File: src/rtl/bta_pkg.sv
// rtl/bta_pkg.sv - shared state type, default sizes and result-width helper
package bta_pkg;

  typedef enum logic [1:0] {COLLECT, WAIT, HOLD} bta_state_e;

  localparam int BTA_N        = 16;
  localparam int BTA_M        = 16;
  localparam int BTA_TREE_LAT = 4;

  function automatic int bta_sum_width(input int m, input int n);
    return m + $clog2(n);
  endfunction

endpackage

File: src/rtl/bta_lat_timer.sv
// rtl/bta_lat_timer.sv - loadable down-counter that flags done at zero
module bta_lat_timer #(
  parameter int LOAD_VAL = 4,
  localparam int W = (LOAD_VAL > 0) ? $clog2(LOAD_VAL + 1) : 1
) (
  input  logic clk,
  input  logic rst_n,
  input  logic load,
  input  logic en,
  output logic done
);

  logic [W-1:0] cnt;

  always_ff @(posedge clk or negedge rst_n) begin
    if (!rst_n) begin
      cnt <= '0;
    end else if (load) begin
      cnt <= W'(LOAD_VAL);
    end else if (en && (cnt != '0)) begin
      cnt <= cnt - W'(1);
    end
  end

  assign done = (cnt == '0);

endmodule

File: src/rtl/bta_operand_collector.sv
// rtl/bta_operand_collector.sv - packs operands for the CLA tree and catches its result
// Optional short batches (in_last) when BTA_SHORT_BATCH_EN is defined.
module bta_operand_collector
  import bta_pkg::*;
#(
  parameter int N        = BTA_N,
  parameter int M        = BTA_M,
  parameter int TREE_LAT = BTA_TREE_LAT,
  localparam int SW      = bta_sum_width(BTA_M, BTA_N) - BTA_M - $clog2(BTA_N) + M + $clog2(N),
  localparam int CW      = $clog2(N),
  localparam int BW      = M * N / 4
) (
  input  logic          clk,
  input  logic          rst_n,
  input  logic          in_valid,
  output logic          in_ready,
  input  logic [M-1:0]  in_data,
  input  logic          in_last,
  output logic [BW-1:0] tree_a,
  output logic [BW-1:0] tree_b,
  output logic [BW-1:0] tree_c,
  output logic [BW-1:0] tree_d,
  output logic          tree_c0,
  input  logic [SW-1:0] tree_sum,
  input  logic          tree_carry,
  output logic          res_valid,
  input  logic          res_ready,
  output logic [SW-1:0] res_sum,
  output logic          res_carry,
  output logic [CW:0]   res_count
);

  localparam int Q = N / 4;

  bta_state_e    state;
  logic [CW-1:0] op_cnt;
  logic [1:0]    bus_sel;
  int            slice_idx;
  logic          accept;
  logic          last_op;
  logic          timer_done;

  assign in_ready  = (state == COLLECT);
  assign accept    = in_valid && in_ready;
  assign tree_c0   = 1'b0;
  assign bus_sel   = 2'(int'(op_cnt) / Q);
  assign slice_idx = int'(op_cnt) % Q;

`ifdef BTA_SHORT_BATCH_EN
  assign last_op = (op_cnt == CW'(N - 1)) || in_last;
`else
  logic unused_in_last;
  assign unused_in_last = in_last;
  assign last_op = (op_cnt == CW'(N - 1));
`endif

  bta_lat_timer #(.LOAD_VAL(TREE_LAT)) u_timer (
    .clk   (clk),
    .rst_n (rst_n),
    .load  (accept && last_op),
    .en    (state == WAIT),
    .done  (timer_done)
  );

  always_ff @(posedge clk or negedge rst_n) begin
    if (!rst_n) begin
      state     <= COLLECT;
      op_cnt    <= '0;
      tree_a    <= '0;
      tree_b    <= '0;
      tree_c    <= '0;
      tree_d    <= '0;
      res_valid <= 1'b0;
      res_sum   <= '0;
      res_carry <= 1'b0;
      res_count <= '0;
    end else begin
      case (state)
        COLLECT: begin
          if (accept) begin
            case (bus_sel)
              2'd0:    tree_a[slice_idx*M +: M] <= in_data;
              2'd1:    tree_b[slice_idx*M +: M] <= in_data;
              2'd2:    tree_c[slice_idx*M +: M] <= in_data;
              default: tree_d[slice_idx*M +: M] <= in_data;
            endcase
            op_cnt <= op_cnt + CW'(1);
            if (last_op) begin
              res_count <= {1'b0, op_cnt} + (CW+1)'(1);
              state     <= WAIT;
            end
          end
        end
        WAIT: begin
          // Timer reaching zero leaves one extra edge of margin after the tree latency.
          if (timer_done) begin
            res_sum   <= tree_sum;
            res_carry <= tree_carry;
            res_valid <= 1'b1;
            state     <= HOLD;
          end
        end
        HOLD: begin
          if (res_ready) begin
            res_valid <= 1'b0;
            tree_a    <= '0;
            tree_b    <= '0;
            tree_c    <= '0;
            tree_d    <= '0;
            op_cnt    <= '0;
            state     <= COLLECT;
          end
        end
        default: state <= COLLECT;
      endcase
    end
  end

endmodule

File: config.mk
export PLATFORM = sky130hd
export DESIGN_NAME = bta_operand_collector
export DESIGN_NICKNAME = d
export VERILOG_FILES = /design/src/rtl/bta_pkg.sv /design/src/rtl/bta_lat_timer.sv /design/src/rtl/bta_operand_collector.sv
export SDC_FILE = /design/constraint.sdc
export NUM_CORES = 1
export LEC_CHECK = 0
export BUFFER_PORTS_ARGS = -buffer_cell sky130_fd_sc_hd__buf_2
export CAP_MARGIN = 0
export CELL_PAD_IN_SITES_DETAIL_PLACEMENT = 0
export CELL_PAD_IN_SITES_GLOBAL_PLACEMENT = 1
export CORE_MARGIN = 2
export CORE_UTILIZATION = 42
export CTS_CLUSTER_SIZE = 8
export DETAILED_ROUTE_END_ITERATION = 7
export GPL_TIMING_DRIVEN = 1
export PLACE_DENSITY = 0.88
export SYNTH_ARGS = -nofsm -noshare
export SYNTH_HDL_FRONTEND = slang
export SYNTH_HIERARCHICAL = 1
export SYNTH_SLANG_ARGS = --single-unit
File: constraint.sdc
create_clock -name clk -period 3.4 [get_ports clk]
set_clock_uncertainty 0.2 [all_clocks]
set_input_delay 0.68 -clock clk [delete_from_list [all_inputs] [get_ports clk]]
set_output_delay 0.68 -clock clk [all_outputs]
set_load 0.03 [all_outputs]
Word level (Yosys, flattened, before mapping) --
Cells that the tools add are included.
Word-level totals: flip-flop bits (word level) 292, input port bits 42, output and inout port bits 285, logic and storage cells 80
Operators by class: $add $sub $neg 4, equality and inequality tests 13, shifts and indexed selects 2, muxes and demuxes 30, reduce and logical (&&, ||, !) cells 20
Operators with widths (count):
- 64-bit 2-to-1 mux | 9
- 64-bit one-hot mux with 2 select lines | 4
- 64-bit bitwise mux | 4
- 16-bit by 33-bit variable shift with 64-bit output, first input constant | 1
- 16-bit by 33-bit variable part select with 64-bit output | 1
- 6-bit negation with 33-bit output | 1
- 4-bit AND reduction | 5
- 2-bit by 1-bit inequality test with 1-bit output, second input constant | 5
- 3-bit AND reduction | 3
- 2-bit 2-to-1 mux | 4
- 4-bit 2-to-1 mux | 2
- 4-bit one-hot mux with 2 select lines | 1
- 3-bit 2-to-1 mux | 2
- 2-bit inequality test, second input constant | 3
- 2-bit one-hot mux with 3 select lines | 1
- 2-bit nonzero test | 3
- 4-bit by 1-bit adder with 5-bit output, second input constant | 1
- 4-bit by 1-bit adder with 4-bit output, second input constant | 1
- 2-bit by 1-bit equality test with 1-bit output, second input constant | 2
- 2-bit equality test, second input constant | 2
- 4-bit equality test, second input constant | 1
- 2-bit zero test | 2
- 1-bit logical AND | 3
- 3-bit zero test | 1
- 6 further kinds | 7

Logic depth before layout (Yosys ltp) --
depth after elaboration 6, depth in mapped cells 9, gate-level depth less buffers 6

Modules after synthesis --
Netlist, hierarchy kept.
By module, submodules not included:
- bta_operand_collector | instances 1, cells an instance 986, area an instance 12619.6 sq um, sequential area each 7231.9 sq um
- bta_lat_timer | instances 1, cells an instance 17, area an instance 183.9 sq um, sequential area each 75.1 sq um

Least setup slack after synthesis --
No wires, ideal clock.
kind register to register, start point register op_cnt[0], end point register tree_c[11], library setup time 0.065 ns, arrival time 2.263 ns, data required time 3.135 ns, slack 0.872 ns, stages on the path, launching flop included 9, path buffers 3, period minus slack after synthesis 2.528 ns, cells stage by stage dfrtp_1 > inv_1 > clkbuf_1 > ha_1 > buf_2 > nor3b_1 > clkbuf_1 > and3_1 > mux2_2
On the way: cells in the longest elaborated chain, start to end 6, elaborated cells between the ends (all ways) 7, those cells by class 1 x add/sub; 2 x shift; 4 x mux
RTL lines:
- from (decl) | RTL line bta_operand_collector.sv:36 | logic [CW-1:0] op_cnt;
- from (signal assigned) | RTL line bta_operand_collector.sv:87 | op_cnt <= op_cnt + CW'(1);
- 6-bit negation with 33-bit output (*) | RTL line bta_operand_collector.sv:84 | 2'd2: tree_c[slice_idx*M +: M] <= in_data;
- 16-bit by 33-bit variable part select with 64-bit output or 16-bit by 33-bit variable shift with 64-bit output (tied branches) | RTL line bta_operand_collector.sv:84
- 64-bit bitwise mux (*) | RTL line bta_operand_collector.sv:84
- 64-bit 2-to-1 mux (*) | RTL line bta_operand_collector.sv:81 | case (bus_sel)
- 64-bit 2-to-1 mux (*) | RTL line bta_operand_collector.sv:80 | if (accept) begin
- 64-bit one-hot mux with 2 select lines (*) | RTL line bta_operand_collector.sv:78 | case (state)
- to (signal, indexed assignment) | RTL line bta_operand_collector.sv:84
- to (decl) | RTL line bta_operand_collector.sv:21 | output logic [BW-1:0] tree_c,
Mark *: on every way between the ends. The rest lies on a longest branch, timed or not. The select of a mux whose other input is x is not followed. A chain may end at the register's enable or synchronous reset.

Final worst setup path --
start point register op_cnt[0], end point register tree_b[35]
On the way: cells in the longest elaborated chain, start to end 6, elaborated cells between the ends (all ways) 7, those cells by class 1 x add/sub; 2 x shift; 4 x mux
RTL lines:
- 6-bit negation with 33-bit output (*) | RTL line bta_operand_collector.sv:83 | 2'd1: tree_b[slice_idx*M +: M] <= in_data;
- 16-bit by 33-bit variable part select with 64-bit output or 16-bit by 33-bit variable shift with 64-bit output (tied branches) | RTL line bta_operand_collector.sv:83
- 64-bit bitwise mux (*) | RTL line bta_operand_collector.sv:83
- 64-bit 2-to-1 mux (*) | RTL line bta_operand_collector.sv:81
- 64-bit 2-to-1 mux (*) | RTL line bta_operand_collector.sv:80
- 64-bit one-hot mux with 2 select lines (*) | RTL line bta_operand_collector.sv:78
- to (signal, indexed assignment) | RTL line bta_operand_collector.sv:83
- to (decl) | RTL line bta_operand_collector.sv:20 | output logic [BW-1:0] tree_b,
Marked as above.

==> metrics.cfg <==
[synth]
synthFlopType = dfrtp_1
yosys_warnings = 6
muxShareOfSynthArea = 0.232
synth_seq_cells = 292
synth-compound-area-share = 0.0271
yosysTopAreaCellShare = 0.571
synth_largest_area_cell = dfrtp_1
synth_cell_types = 47
synth_xor_area_frac = 0
synth-edff-count = 0
synth.cell_area_mm2 = 0.0128
synthTopCellsByArea = dfrtp_1 57%, mux2i_1 15%, mux2_2 6.6%
synth-adder-area-share = 0.00684
synthCells = 1003
synth_top_family_by_area = multiplexers
synthMostInstantiatedCell = dfrtp_1
synth.avg_cell_area_um2 = 12.8
synth_commonest_cells = 292 x dfrtp_1, 201 x inv_1, 194 x mux2i_1, 75 x mux2_2, 33 x nand4b_1
synth_nets = 1052
synth_simple_gate_area_frac = 0.0767
synthArstFlopShare = 1.00
seq_area_frac_synth = 0.571

[place]
place_hpwl_um = 23900
place_ws_ns = 0.610
io_buffers = 324
dpl.cell_count = 1694
place.gp.congestion = 0.783

[final_layout]
drive_above_1_share = 0.383
finalNonFillerCells = 1745
final_nets = 1398
nFillCells = 2578
syn_to_final_growth_pct = 24.9

[detailed_routing]
viasPerCell = 5.03
ant_nets = 0
firstDrtPassIters = 5
wire_per_inst_um = 19.9
drcViolationCount = 0
vias = 8778
drt-total-wl_um = 34700
drt_first_iter_violations = 557

[timing]
tns_ns = 0
period_needed_ns = 2.80
slew_viol_final = 0
layout_setup_ws_ns = 0.599
rsz0062_at_grt = false
maxSlewHeadroom = 0.421
max_freq_ghz = 0.357
finalHoldViolations = 0
setup_viol = 0
worst_pin_slew_ns = 0.866
fin_crit_sh = 0.824

[pwr]
p_total_mw = 17.6
leakagePower_nw = 8.02
power_density_mw_per_mm2 = 1100
ir_drop_mv = 0.448

[global_route]
grt_use_met3 = 0.0554
top_usage_layer = met2
grt_pass1_wl_um = 52500
use_met1 = 0.281
grt_max_degree = 106
track_usage = 0.216
first_global_vias = 8906
use_met2 = 0.349
antenna_found_initial = 4
overflow = 0

[setup_path]
worst-r2r-cell-count = 6
crit_chain = inv_1, buf_4, ha_1, and3b_1, nand4b_1, mux2i_1
worst_ep_arrival_time_ns = 3.04
crit_required_ns = 3.64
slowest_stage = and3b_1
crit_cells = 6
criticalPathCategory = flop to flop
path_delay_family = simple AND/OR/NAND/NOR gates
end_kind = flop
start_kind = flop
ff2ff_setup_slack_ns = 0.60
worst-path-buf-inv = 2
path_max_fanout = 18
slowest_delay_ns = 0.71

[die]
start_util = 0.430
coreArea_mm2 = 0.0298
ios = 327
chipHeight_um = 179
die_area_mm2 = 0.0319
die_width_um = 179
rows = 63

[worst_hold_path]
min_path_cells = 2
hp-class = primary input to flop

[clock_network]
numCtsBuffers = 42
insertion_delay_ns = 0.52
cts_root_buf = clkbuf_16
cts_sinks = 292
clockBufferDepth = 3
cts_tree = done
htreeDepth = 2
clk_pin_slew_ns = 0.05

[outcome]
outcome = completed

[run]
drv_cap = 0

routing by layer:
layer,share of wire,wire (µm)
met4,0.031,1070
met5,0,0
met1,0.42,14500
met2,0.48,16700
met3,0.071,2480
power breakdown:
part           internal, mW  total, mW  switching, mW
logic                  2.57       8.08           5.50
registers              4.97       5.82          0.857
clock network          2.26       3.68           1.42
registers in the layout (all words and copies together), names as in the netlist:
signal / cells
u_timer/cnt: 3
tree_c: 64
res_count: 5
tree_b: 64
tree_d: 64
state: 2
tree_a: 64
res_carry: 1
res_valid: 1
op_cnt: 4
res_sum: 20
layout make-up:
| cell class | count | area [µm²] | share of cell area |
|---|---|---|---|
| multi-input combinational | 455 | 4400 | 0.275 |
| timing repair buffer | 357 | 1910 | 0.119 |
| antenna | 3 | 7.51 | 0.000469 |
| sequential | 292 | 7310 | 0.457 |
| clock inverter | 2 | 32.5 | 0.00203 |
| clock buffer | 45 | 1100 | 0.0690 |
| tap | 390 | 488 | 0.0305 |
| inverter | 201 | 754 | 0.0472 |
placed cells by master (no fill, tap or decap), drive strengths merged, types with 4 or more instances in the layout:
cell    netlist  layout
a21oi        15      15
and3         16      16
and3b        17      17
buf          33     356
clkbuf       22      45
dfrtp       292     292
ha            7       7
inv         201     201
mux2         88      88
mux2i       194     194
nand2         4       4
nand3        17      17
nand4b       33      33
nor2          5       5
nor2b         4       4
o21ai         8       8
or4b         18      18
worst paths after layout:
kind,from,to
worst max register to register,op_cnt[0],tree_b[35]
worst max-delay path,op_cnt[0],tree_b[35]
max in group asynchronous,rst_n,tree_d[29]
min in group asynchronous,rst_n,tree_d[21]
worst min register to register,res_count[4],res_count[4]
worst min-delay path,tree_sum[13],res_sum[13]
logic make-up after synthesis:
| logic type | count (synthesis) |
|---|---|
| multiplexers | 282 |
| AND/OR/NAND/NOR | 129 |
| adder cells (fa/ha/maj) | 7 |
| flip-flops | 292 |
| other | 1 |
| AO/OA/AOI/OAI | 36 |
| buffers and inverters | 256 |
metrics by stage:
stage	utilization	cell area, µm²	hold slack (ns)
after detailed placement	0.498	14800	0.248
after floorplan	-	12800	0.184
after global placement	0.498	14800	0.250
after global routing	0.537	16000	0.175
after CTS	0.537	16000	0.166
final	0.537	16000	0.189
timing repair:
item	CTS	global route
hold buffers	1	0
resized for setup	0	0
buffers inserted	0	0
endpoints found under the hold margin	67	0
Power figures use the tool's default switching activity.
